`config.mk`:
```
export PLATFORM = sky130hd
export DESIGN_NAME = vrased_reset_seq
export DESIGN_NICKNAME = d
export VERILOG_FILES = /design/src/rtl/vrased_pkg.sv /design/src/rtl/vrased_cause_enc.sv /design/src/rtl/vrased_reset_seq.sv
export SDC_FILE = /design/constraint.sdc
export NUM_CORES = 1
export LEC_CHECK = 0
export CORE_MARGIN = 2
export CORE_UTILIZATION = 36
export CTS_BUF_LIST = sky130_fd_sc_hd__clkbuf_4
export DETAILED_ROUTE_END_ITERATION = 7
export HOLD_SLACK_MARGIN = 0.15
export PLACE_DENSITY = 0.89
export SYNTH_ARGS = -nofsm -noshare
export SYNTH_HDL_FRONTEND = slang
export SYNTH_SLANG_ARGS = --single-unit
export TNS_END_PERCENT = 50
```
`constraint.sdc`:
```
create_clock -name clk -period 1.65 [get_ports clk]
set_input_delay 0.2475 -clock clk [delete_from_list [all_inputs] [get_ports clk]]
set_output_delay 0.2475 -clock clk [all_outputs]
set_load 0.01 [all_outputs]
```
`src/rtl/vrased_pkg.sv`:
```
// Purpose : shared constants for the VRASED reset sequencer (monitor count, cause indices, FSM encoding).
// Latency : n/a (package only).
// Backpress: n/a (package only).
//
// Contents: NUM_MON, CAUSE_* indices into the viol vector, NO_CAUSE marker, state_t encoding.
package vrased_pkg;

    localparam int NUM_MON = 6;

    // Bit positions of each monitor flag inside viol.
    localparam logic [2:0] CAUSE_XSTACK     = 3'd0;
    localparam logic [2:0] CAUSE_AC         = 3'd1;
    localparam logic [2:0] CAUSE_ATOMIC     = 3'd2;
    localparam logic [2:0] CAUSE_DMA_AC     = 3'd3;
    localparam logic [2:0] CAUSE_DMA_DETECT = 3'd4;
    localparam logic [2:0] CAUSE_DMA_XSTACK = 3'd5;

    // Reported when no violation has been logged since the last clear.
    localparam logic [2:0] NO_CAUSE = 3'd7;

    typedef enum logic [1:0] {
        IDLE    = 2'd0,
        HOLD    = 2'd1,
        WAIT_PC = 2'd2
    } state_t;

endpackage

```
`src/rtl/vrased_cause_enc.sv`:
```
// Purpose : 6-to-3 lowest-index priority encoder for the violation flags.
// Latency : combinational, 0 cycles.
// Backpress: none; pure function of the input.
//
// Ports: vec (monitor flags in), idx (lowest set index out, NO_CAUSE when vec is zero).
// Only built together with the cause log (macro VRASED_RST_LOG_EN); without the log nothing uses it.
`ifdef VRASED_RST_LOG_EN
module vrased_cause_enc
    import vrased_pkg::*;
(
    input  logic [NUM_MON-1:0] vec,
    output logic [2:0]         idx
);

    always_comb begin
        idx = NO_CAUSE;
        if      (vec[CAUSE_XSTACK])     idx = CAUSE_XSTACK;
        else if (vec[CAUSE_AC])         idx = CAUSE_AC;
        else if (vec[CAUSE_ATOMIC])     idx = CAUSE_ATOMIC;
        else if (vec[CAUSE_DMA_AC])     idx = CAUSE_DMA_AC;
        else if (vec[CAUSE_DMA_DETECT]) idx = CAUSE_DMA_DETECT;
        else if (vec[CAUSE_DMA_XSTACK]) idx = CAUSE_DMA_XSTACK;
    end

endmodule
`endif

```
`src/rtl/vrased_reset_seq.sv`:
```
// Purpose : VRASED reset sequencer; asserts PUC on any monitor violation, holds it, waits for the CPU restart fetch.
// Latency : reset follows viol combinationally (0 cycles); busy and the cause log are registered (valid next cycle).
// Backpress: none; violations are never stalled, every cycle with a violation drives reset.
//
// Ports: clk, reset_n (async active-low), viol[5:0], pc[15:0], cause_clr -> reset, busy, cause_vec, first_cause, viol_cnt.
// Macro VRASED_RST_LOG_EN: when defined, builds the cause log (cause_vec, first_cause, viol_cnt);
// when undefined those outputs are tied to 0 / NO_CAUSE / 0 and cause_clr has no effect.
module vrased_reset_seq
    import vrased_pkg::*;
#(
    parameter logic [15:0] RESET_HANDLER = 16'h0000,
    parameter int unsigned HOLD_CYCLES   = 4          // legal 1..255
) (
    input  logic               clk,
    input  logic               reset_n,
    input  logic [NUM_MON-1:0] viol,
    input  logic [15:0]        pc,
    input  logic               cause_clr,
    output logic               reset,
    output logic               busy,
    output logic [NUM_MON-1:0] cause_vec,
    output logic [2:0]         first_cause,
    output logic [7:0]         viol_cnt
);

    localparam logic [7:0] HOLD_RELOAD = 8'(HOLD_CYCLES - 1);

    state_t     state;
    logic [7:0] hold_cnt;
    logic       any_viol;

    assign any_viol = |viol;

    // Must stay combinational: the violating cycle itself has to see reset.
    assign reset = any_viol | (state == HOLD);

    always_ff @(posedge clk or negedge reset_n) begin
        if (!reset_n) begin
            state    <= IDLE;
            hold_cnt <= '0;
            busy     <= 1'b0;
        end else begin
            case (state)
                IDLE: begin
                    if (any_viol) begin
                        state    <= HOLD;
                        hold_cnt <= HOLD_RELOAD;
                        busy     <= 1'b1;
                    end
                end
                HOLD: begin
                    if (hold_cnt == 8'd0) begin
                        // A violation on the last hold cycle extends the same episode.
                        if (any_viol) begin
                            hold_cnt <= HOLD_RELOAD;
                        end else begin
                            state <= WAIT_PC;
                        end
                    end else begin
                        hold_cnt <= hold_cnt - 8'd1;
                    end
                end
                WAIT_PC: begin
                    // A fresh violation outranks the restart fetch.
                    if (any_viol) begin
                        state    <= HOLD;
                        hold_cnt <= HOLD_RELOAD;
                    end else if (pc == RESET_HANDLER) begin
                        state <= IDLE;
                        busy  <= 1'b0;
                    end
                end
                default: begin
                    state    <= IDLE;
                    hold_cnt <= '0;
                    busy     <= 1'b0;
                end
            endcase
        end
    end

`ifdef VRASED_RST_LOG_EN
    logic [2:0] viol_idx;
    logic       new_episode;
    logic       clr_idle;

    vrased_cause_enc u_cause_enc (
        .vec (viol),
        .idx (viol_idx)
    );

    // Violations in HOLD belong to the running episode; IDLE and WAIT_PC start a new one.
    assign new_episode = any_viol && ((state == IDLE) || (state == WAIT_PC));
    assign clr_idle    = cause_clr && (state == IDLE);

    always_ff @(posedge clk or negedge reset_n) begin
        if (!reset_n) begin
            cause_vec   <= '0;
            first_cause <= NO_CAUSE;
            viol_cnt    <= '0;
        end else begin
            if (clr_idle) begin
                // Clear and concurrent violation: the violation becomes the new log.
                cause_vec   <= viol;
                first_cause <= viol_idx;
            end else if (any_viol) begin
                cause_vec <= cause_vec | viol;
                if (new_episode && (cause_vec == '0)) begin
                    first_cause <= viol_idx;
                end
            end

            if (new_episode && (viol_cnt != 8'hFF)) begin
                viol_cnt <= viol_cnt + 8'd1;
            end
        end
    end
`else
    logic unused_cause_clr;
    assign unused_cause_clr = cause_clr;

    assign cause_vec   = '0;
    assign first_cause = NO_CAUSE;
    assign viol_cnt    = '0;
`endif

endmodule
```
# After elaboration in Yosys (flattened, before gate mapping)
# Index checks and enable logic that the tools add are counted.
[classes] n_bitwise=2 div_mod_pow=0 n_mux=13 add_sub_neg=1 eq_ne=8 multipliers=0 reduce_logical=7 order_cmp=0 shifts=0
[op_table] op="$logic_not A16 Y1" n=1
[op_table] op="$mux W8" n=2
[op_table] op="$pmux W8 S2" n=1
[op_table] op="$mux W2" n=5
[op_table] op="$logic_not A8 Y1" n=1
[op_table] op="$ne A2 B2 Y1 const B" n=4
[op_table] op="$reduce_and A4 Y1" n=2
[op_table] op="$sub A8 B1 Y8 const B" n=1
[op_table] op="$pmux W2 S3" n=1
[op_table] op="$reduce_or A6 Y1" n=1
[op_table] op="$mux W1" n=3
[op_table] op="$ne A3 B3 Y1 const B" n=1
[op_table] op="$pmux W1 S3" n=1
[op_table] op="$eq A2 B1 Y1 const B" n=1
[op_table] op="$eq A2 B2 Y1 const B" n=1
[op_table] op="$logic_not A2 Y1" n=1
[op_table] op="$ne A2 B1 Y1 const B" n=1
[op_table] op="$reduce_or A2 Y1" n=1
[op_table] op="$not A1 Y1" n=1
[op_table] op="$or A1 B1 Y1" n=1
[word_totals] word_cells=34 register_bits=11 mem_count=0 mem_bits_rw=0 latch_bits=0 input_bits=25 out_inout_bits=19 romBits=0

# Logic depth before layout (Yosys ltp)
# Gate-level depths: netlist of the first run.
[logic_depth] depth_word=4 depth_mapped=6 ltp_nobuf=6

# Least setup slack after synthesis of the first run
# OpenSTA, ideal clock, no wires.
[synth_timing] path_kind="reg2reg" startpoint="register hold_cnt[0]" endpoint="register hold_cnt[7]" setup_time_ns=0.125 n_path_buf=0 setup_slack_ns=-0.079 arrival_ns=1.604 required_time_ns=1.525 synth_period_minus_slack_ns=1.729 stages_incl_launch_ff=7 cell_sequence="dfrtp_1 > inv_1 > ha_1 > or4b_4 > o21ai_2 > o21ai_1 > mux2_2"
[synth_between] elab_chain_cells=3 word_cells_on_any_way=4 cone_classes="add/sub: 1; mux: 2; reduce/logical: 1"
[synth_lines] item="start, declared" line_no="vrased_reset_seq.sv:29" rtl="logic [7:0] hold_cnt;"
[synth_lines] item="start signal, assigned" line_no="vrased_reset_seq.sv:60" rtl="hold_cnt <= hold_cnt - 8'd1;"
[synth_lines] item="$sub A8 B1 Y8 or $logic_not A8 Y1 (tied branches)" line_no="vrased_reset_seq.sv:60, vrased_reset_seq.sv:52"
[synth_lines] item="$mux W8 (*)" line_no="vrased_reset_seq.sv:52" rtl="if (hold_cnt == 8'd0) begin"
[synth_lines] item="$pmux W8 S2 (*)" line_no="vrased_reset_seq.sv:43" rtl="case (state)"
# Mark *: on every way between the ends. The rest lies on a longest branch, timed or not.
# A chain may end at the register's enable or synchronous reset.

# Final worst setup path of the first run
[layout_timing] startpoint="register hold_cnt[0]" endpoint="register hold_cnt[4]"
# The elaborated chain is that of the path after synthesis.

==> flow_summary.ini, run 1 <==
[job]
cap_violations = 0

[synth]
synth-main-ff-cell = dfrtp_1
synth_edf_count = 0
yosys.area.top_type = dfrtp_1
syn_area_sq_um = 811
seq_area_frac_synth_pct = 34.0
yosysTopAreaCellShare_pct = 34.0
ys_top_cells_by_area = dfrtp_1, buf_4, a21oi_1
syn_inst = 95
avgSynthCellArea_sq_um = 8.53
async_reset_ff_share_pct = 100
yosysWarnings = 0
yosysUniqueCellTypes = 32
ys_ff_latch = 11

[setup_path]
rr_startpoint = hold_cnt[0]
startpoint = hold_cnt[0]
worstPathArrival_ns = 1.93
cp_data_required_time_ns = 1.81
rrSetupSlack_ns = -0.11
critPathLaunchType = flop
crit_fanout = 4
ff2ff_path_depth = 6
worstSetupPathType = reg -> reg
r2r_end = hold_cnt[4]
end_kind = flop
worstSetupEndpoint = hold_cnt[4]

[drt]
drc = 0
first_pass_iters = 4
wl_microns = 2070
wire_per_inst_microns = 12.9
via_per_inst = 5.01
drt_iter0_markers = 16
vias = 806
postRouteAntennaNets = 0

[placed_design]
place_inst = 155
dp_hpwl_microns = 1580
place_ws_ns = -0.249
port_buffers = 25
gp_congestion = 0.856

[pwr]
power.density_mw_per_mm2 = 871
p_leak_nw = 0.499
vdd.ir_drop.worst_v = 0.000612
finalPower_mw = 1.03

[floorplan]
die_height_microns = 51.5
start_util_pct = 37.4
row_count = 17
core_sq_mm = 0.00217
boundaryPins = 44
dieArea_sq_mm = 0.00265
die_width_microns = 51.5

[clocking]
cts_buffer_depth = 2
cts-root-buf = clkbuf_4
clock_latency_ns = 0.27
clkTransAtPathRegs_ns = 0.07
cts-buffers-inserted = 3
htree_levels = 1
clock_sinks = 11
cts_tree = done

[layout]
nets = 161
fin_cells = 161
synthToLayoutAreaGrowth_pct = 45.7
multiInputGateArea_sq_um = 494
drive_above_1_share_pct = 21.1
ff_latch_area_sq_um = 275
n_antenna_cell = 0
fillerInstances = 216
final_util_pct = 54.4

[timing]
drv_slew = 0
setup_viol = 4
hold_violations = 0
fmax_mhz = 567
fin_skew_ns = 0.000976
rsz0062_at_grt = true
slew_headroom_pct = 66.3
worstMarginPinSlew_ns = 0.505
finalCritPeriodShare_pct = 107
min_period_ns = 1.76
finalWorstSetupSlack_ns = -0.113

[grt]
grt_use_total_pct = 16.0
antenna_found_initial = 0
grt_pass1_wl_microns = 3150
overflow = 0
grt_max_degree = 12
grt_pass1_vias = 788

[status]
violations = setup timing
status = finished, violations left

[hold_path]
hold_path.class = in -> async
## report_power, final
group          switching, mW  total [mW]  internal [mW]
Sequential            0.0791       0.423          0.344
Combinational          0.185       0.398          0.213
Clock                 0.0973       0.207          0.110
Total                  0.361        1.03          0.667
## Yosys cell counts (all sizes together) (3+ instances only)
| library cell | n |
|---|---|
| buf | 18 |
| dfrtp | 11 |
| a21oi | 8 |
| o21ai | 8 |
| nor4 | 6 |
| nor3 | 5 |
| nand2 | 4 |
| nor2 | 4 |
| inv | 3 |
| nand2b | 3 |
| nand3 | 3 |
## through the flow
stage          TNS (ns)  instance area, sq um  hold slack (ns)
3_3_place_gp     -0.425                  1090            0.503
6_report         -0.357                  1180            0.309
5_1_grt          -0.702                  1180            0.341
3_5_place_dp      -1.32                  1090            0.515
2_1_floorplan   -0.0485                   867          -0.0481
4_1_cts          -0.283                  1140            0.329
## registers in the layout (all words and copies together), names as in the netlist
name and flops:
busy 1, state 2, hold_cnt 8
## cell usage in the layout (no fill, tap or decap), drive strengths merged
| cell | netlist | layout |
|---|---|---|
| conb | 2 | 17 |
| nor2b | 1 | 1 |
| ha | 2 | 2 |
| nor4 | 6 | 6 |
| nor3 | 5 | 5 |
| o221ai | 1 | 1 |
| a2bb2oi | 1 | 1 |
| nor2 | 4 | 4 |
| o2bb2ai | 1 | 1 |
| nand4 | 1 | 1 |
| a32o | 1 | 1 |
| a22o | 1 | 1 |
| a21o | 1 | 1 |
| buf | 18 | 12 |
| or4 | 1 | 1 |
| clkbuf | 0 | 5 |
| mux2 | 1 | 1 |
| nor3b | 1 | 1 |
| clkdlybuf4s50 | 0 | 24 |
| nand3 | 3 | 3 |
| o21ai | 8 | 8 |
| inv | 3 | 3 |
| a31oi | 1 | 1 |
| a21oi | 8 | 8 |
| nand2 | 4 | 4 |
| or4b | 1 | 1 |
| dfrtp | 11 | 11 |
| nand2b | 3 | 3 |
| or3 | 2 | 2 |
| o211ai | 1 | 1 |
| nor4b | 2 | 2 |
## repair_timing
action,4_1_cts,5_1_grt
pin swaps,2,2
hold buffers,0,0
gates resized for setup,2,11
endpoints found under the setup margin,5,8
buffers inserted,1,1
endpoints found under the hold margin,0,0
## metal layers
layer  global-route usage (%)  share of wire (%)  up-vias
met3                     5.85                7.3        0
met2                     30.8                 55       38
met4                     3.07                  0        0
met5                        0                  0        -
met1                     16.4                 38      378
li1                         -                  -      390
## logic make-up (layout without fill, tap and decap cells)
group / Yosys count / in the layout / synth area share, %
flops: 11 / 11 / 34.0
buf+inv: 21 / 44 / 17.7
mux: 1 / 1 / 1.39
fa+ha+maj: 2 / 2 / 3.09
simple gates: 34 / 34 / 24.4
other cells: 2 / 17 / 0.926
compound gates: 24 / 24 / 18.5
## area by class of cell
cell class                 instances  share of cell area (%)
tap                               28                    2.97
inverter                           3                   0.953
sequential                        11                    23.3
timing repair buffer              37                    28.4
multi-input combinational         78                    41.8
clock buffer                       4                    2.54
## critical path, cell delays in order, from the launching register on
cell and delay, ns:
dfrtp_1 0.39, inv_2 0.09, ha_4 0.14, or4b_4 0.50
o21ai_4 0.20, o21ai_0 0.12, a32o_1 0.22
## how the worst min path moves through the flow
stage               slack (ns)  cells past startpoint   startpoint          end
CTS                       0.33                      1      reset_n  hold_cnt[5]
floorplan                -0.05                      0      reset_n         busy
detailed placement        0.51                      1  hold_cnt[4]  hold_cnt[4]
finish                    0.31                      1      reset_n  hold_cnt[7]
global placement          0.50                      1  hold_cnt[4]  hold_cnt[4]
global route              0.34                      1      reset_n     state[1]
(Power assumes the default switching activity.)
==> inputs of run 2 (changes only) <==
HOLD_SLACK_MARGIN = 0.02   (was 0.15)
clock period = 1.59 ns   (was 1.65 ns; I/O delays follow)
==> run 2 against run 1 <==
  * The flow still finishes with violations (setup timing)
  * Count of clock-buffer cells in the layout fell by 1
  * Non-clock buffer count up 7
  * Cell count rose by 4.3%
  * Power grew 6.5%
==> flow_summary.ini, run 2 (synthesis results as in run 1) <==
[status]
status = finished, violations left
violations = setup timing

[timing]
rsz0062_at_grt = true
fmax_mhz = 582
finalCritPeriodShare_pct = 108
finalWorstSetupSlack_ns = -0.129
hold_violations = 0
tns_ns = -0.534
worstMarginPinSlew_ns = 0.515
fin_skew_ns = 0.00398
min_period_ns = 1.72
setup_viol = 5
slew_headroom_pct = 65.6
drv_slew = 0

[setup_path]
critPathLaunchType = flop
cp_data_required_time_ns = 1.75
end_kind = flop
worstSetupPathType = reg -> reg
crit_fanout = 4
worstPathArrival_ns = 1.88

[pwr]
vdd.ir_drop.worst_v = 0.000541
p_leak_nw = 0.530
power.density_mw_per_mm2 = 878

[clocking]
htree_levels = 1
clkTransAtPathRegs_ns = 0.07
clock_sinks = 11
cts-root-buf = clkbuf_4
cts_tree = done
cts_buffer_depth = 2
cts-buffers-inserted = 3
clock_latency_ns = 0.27

[drt]
drc = 0
drt_iter0_markers = 19
wl_microns = 2030
wire_per_inst_microns = 12.1
vias = 855
via_per_inst = 5.09
postRouteAntennaNets = 0
first_pass_iters = 5

[layout]
top_register = hold_cnt
final_cell_mix = clkdlybuf4s50_1, buf_4, conb_1, dfrtp_1
fillerInstances = 213
final_util_pct = 57.5
nets = 168
n_antenna_cell = 0
fin_cells = 168
reg_top3 = hold_cnt x8, state x2, busy x1
synthToLayoutAreaGrowth_pct = 53.9
drive_above_1_share_pct = 26.4
layout_commonest_cell = clkdlybuf4s50_1
largest_reg_flops = 8

[grt]
antenna_found_initial = 0
overflow = 0
grt_max_degree = 12
grt_use_total_pct = 17.0
grt_pass1_vias = 842
grt_pass1_wl_microns = 3310

[floorplan]
die_height_microns = 51.5
boundaryPins = 44
core_sq_mm = 0.00217
row_count = 17
start_util_pct = 37.4
die_width_microns = 51.5
dieArea_sq_mm = 0.00265

[placed_design]
port_buffers = 25
gp_congestion = 0.861
dp_hpwl_microns = 1530
place_inst = 158

[hold_path]
hold_path.class = in -> async

[job]
cap_violations = 0
## run 2: repair_timing
item | in CTS | in global routing
hold buffers | 0 | 0
buffers inserted | 4 | 2
pin swaps | 1 | 3
endpoints found under the setup margin | 6 | 10
gates cloned | 0 | 0
gates resized for setup | 7 | 9
## run 2: path summary, 6_finish.rpt
check,slack [ns],cells past startpoint,start,end
max,-0.13,6,hold_cnt[0],hold_cnt[4]
min,0.31,1,reset_n,hold_cnt[5]
max reg2reg,-0.13,6,hold_cnt[0],hold_cnt[4]
min reg2reg,0.54,1,hold_cnt[4],hold_cnt[4]
max in group asynchronous,0.94,1,reset_n,hold_cnt[2]
min in group clk,0.54,1,hold_cnt[4],hold_cnt[4]
## run 2: layout make-up
cell class	instances	area (sq um)	area share (%)
timing repair buffer	44	388	31.1
tap	28	35.0	2.81
multi-input combinational	78	510	40.9
sequential	11	275	22.1
inverter	3	11.3	0.903
clock inverter	1	5.00	0.401
clock buffer	3	22.5	1.81
## run 2: routing by layer
metal | wire [microns] | share of wire [%] | GRT usage (%)
met4 | 14 | 0.69 | 5.26
met5 | 0 | 0 | 0
met3 | 141 | 6.9 | 5.26
met2 | 1130 | 56 | 32.9
met1 | 745 | 37 | 17.0
## run 2: where the power goes
| part | switching [mW] | internal [mW] |
|---|---|---|
| registers | 0.0603 | 0.357 |
| logic | 0.225 | 0.262 |
| clock network | 0.0979 | 0.0931 |
## run 2: critical path, cell delays in order, from the launching register on
cell     delay (ns)
dfrtp_1        0.39
inv_2          0.09
ha_4           0.13
or4b_4         0.49
o21ai_4        0.19
o21ai_0        0.11
a32o_1         0.21
## run 2: through the flow
stage | hold slack (ns) | setup slack, ns | instance area [sq um] | total power, mW
4_1_cts | 0.308 | -0.140 | 1200 | 1.07
2_1_floorplan | -0.0571 | -0.0957 | 867 | 0.638
6_report | 0.306 | -0.129 | 1250 | 1.09
5_1_grt | 0.311 | -0.202 | 1250 | 1.18
3_3_place_gp | 0.505 | -0.226 | 1120 | 0.808
3_5_place_dp | 0.510 | -0.255 | 1120 | 0.822
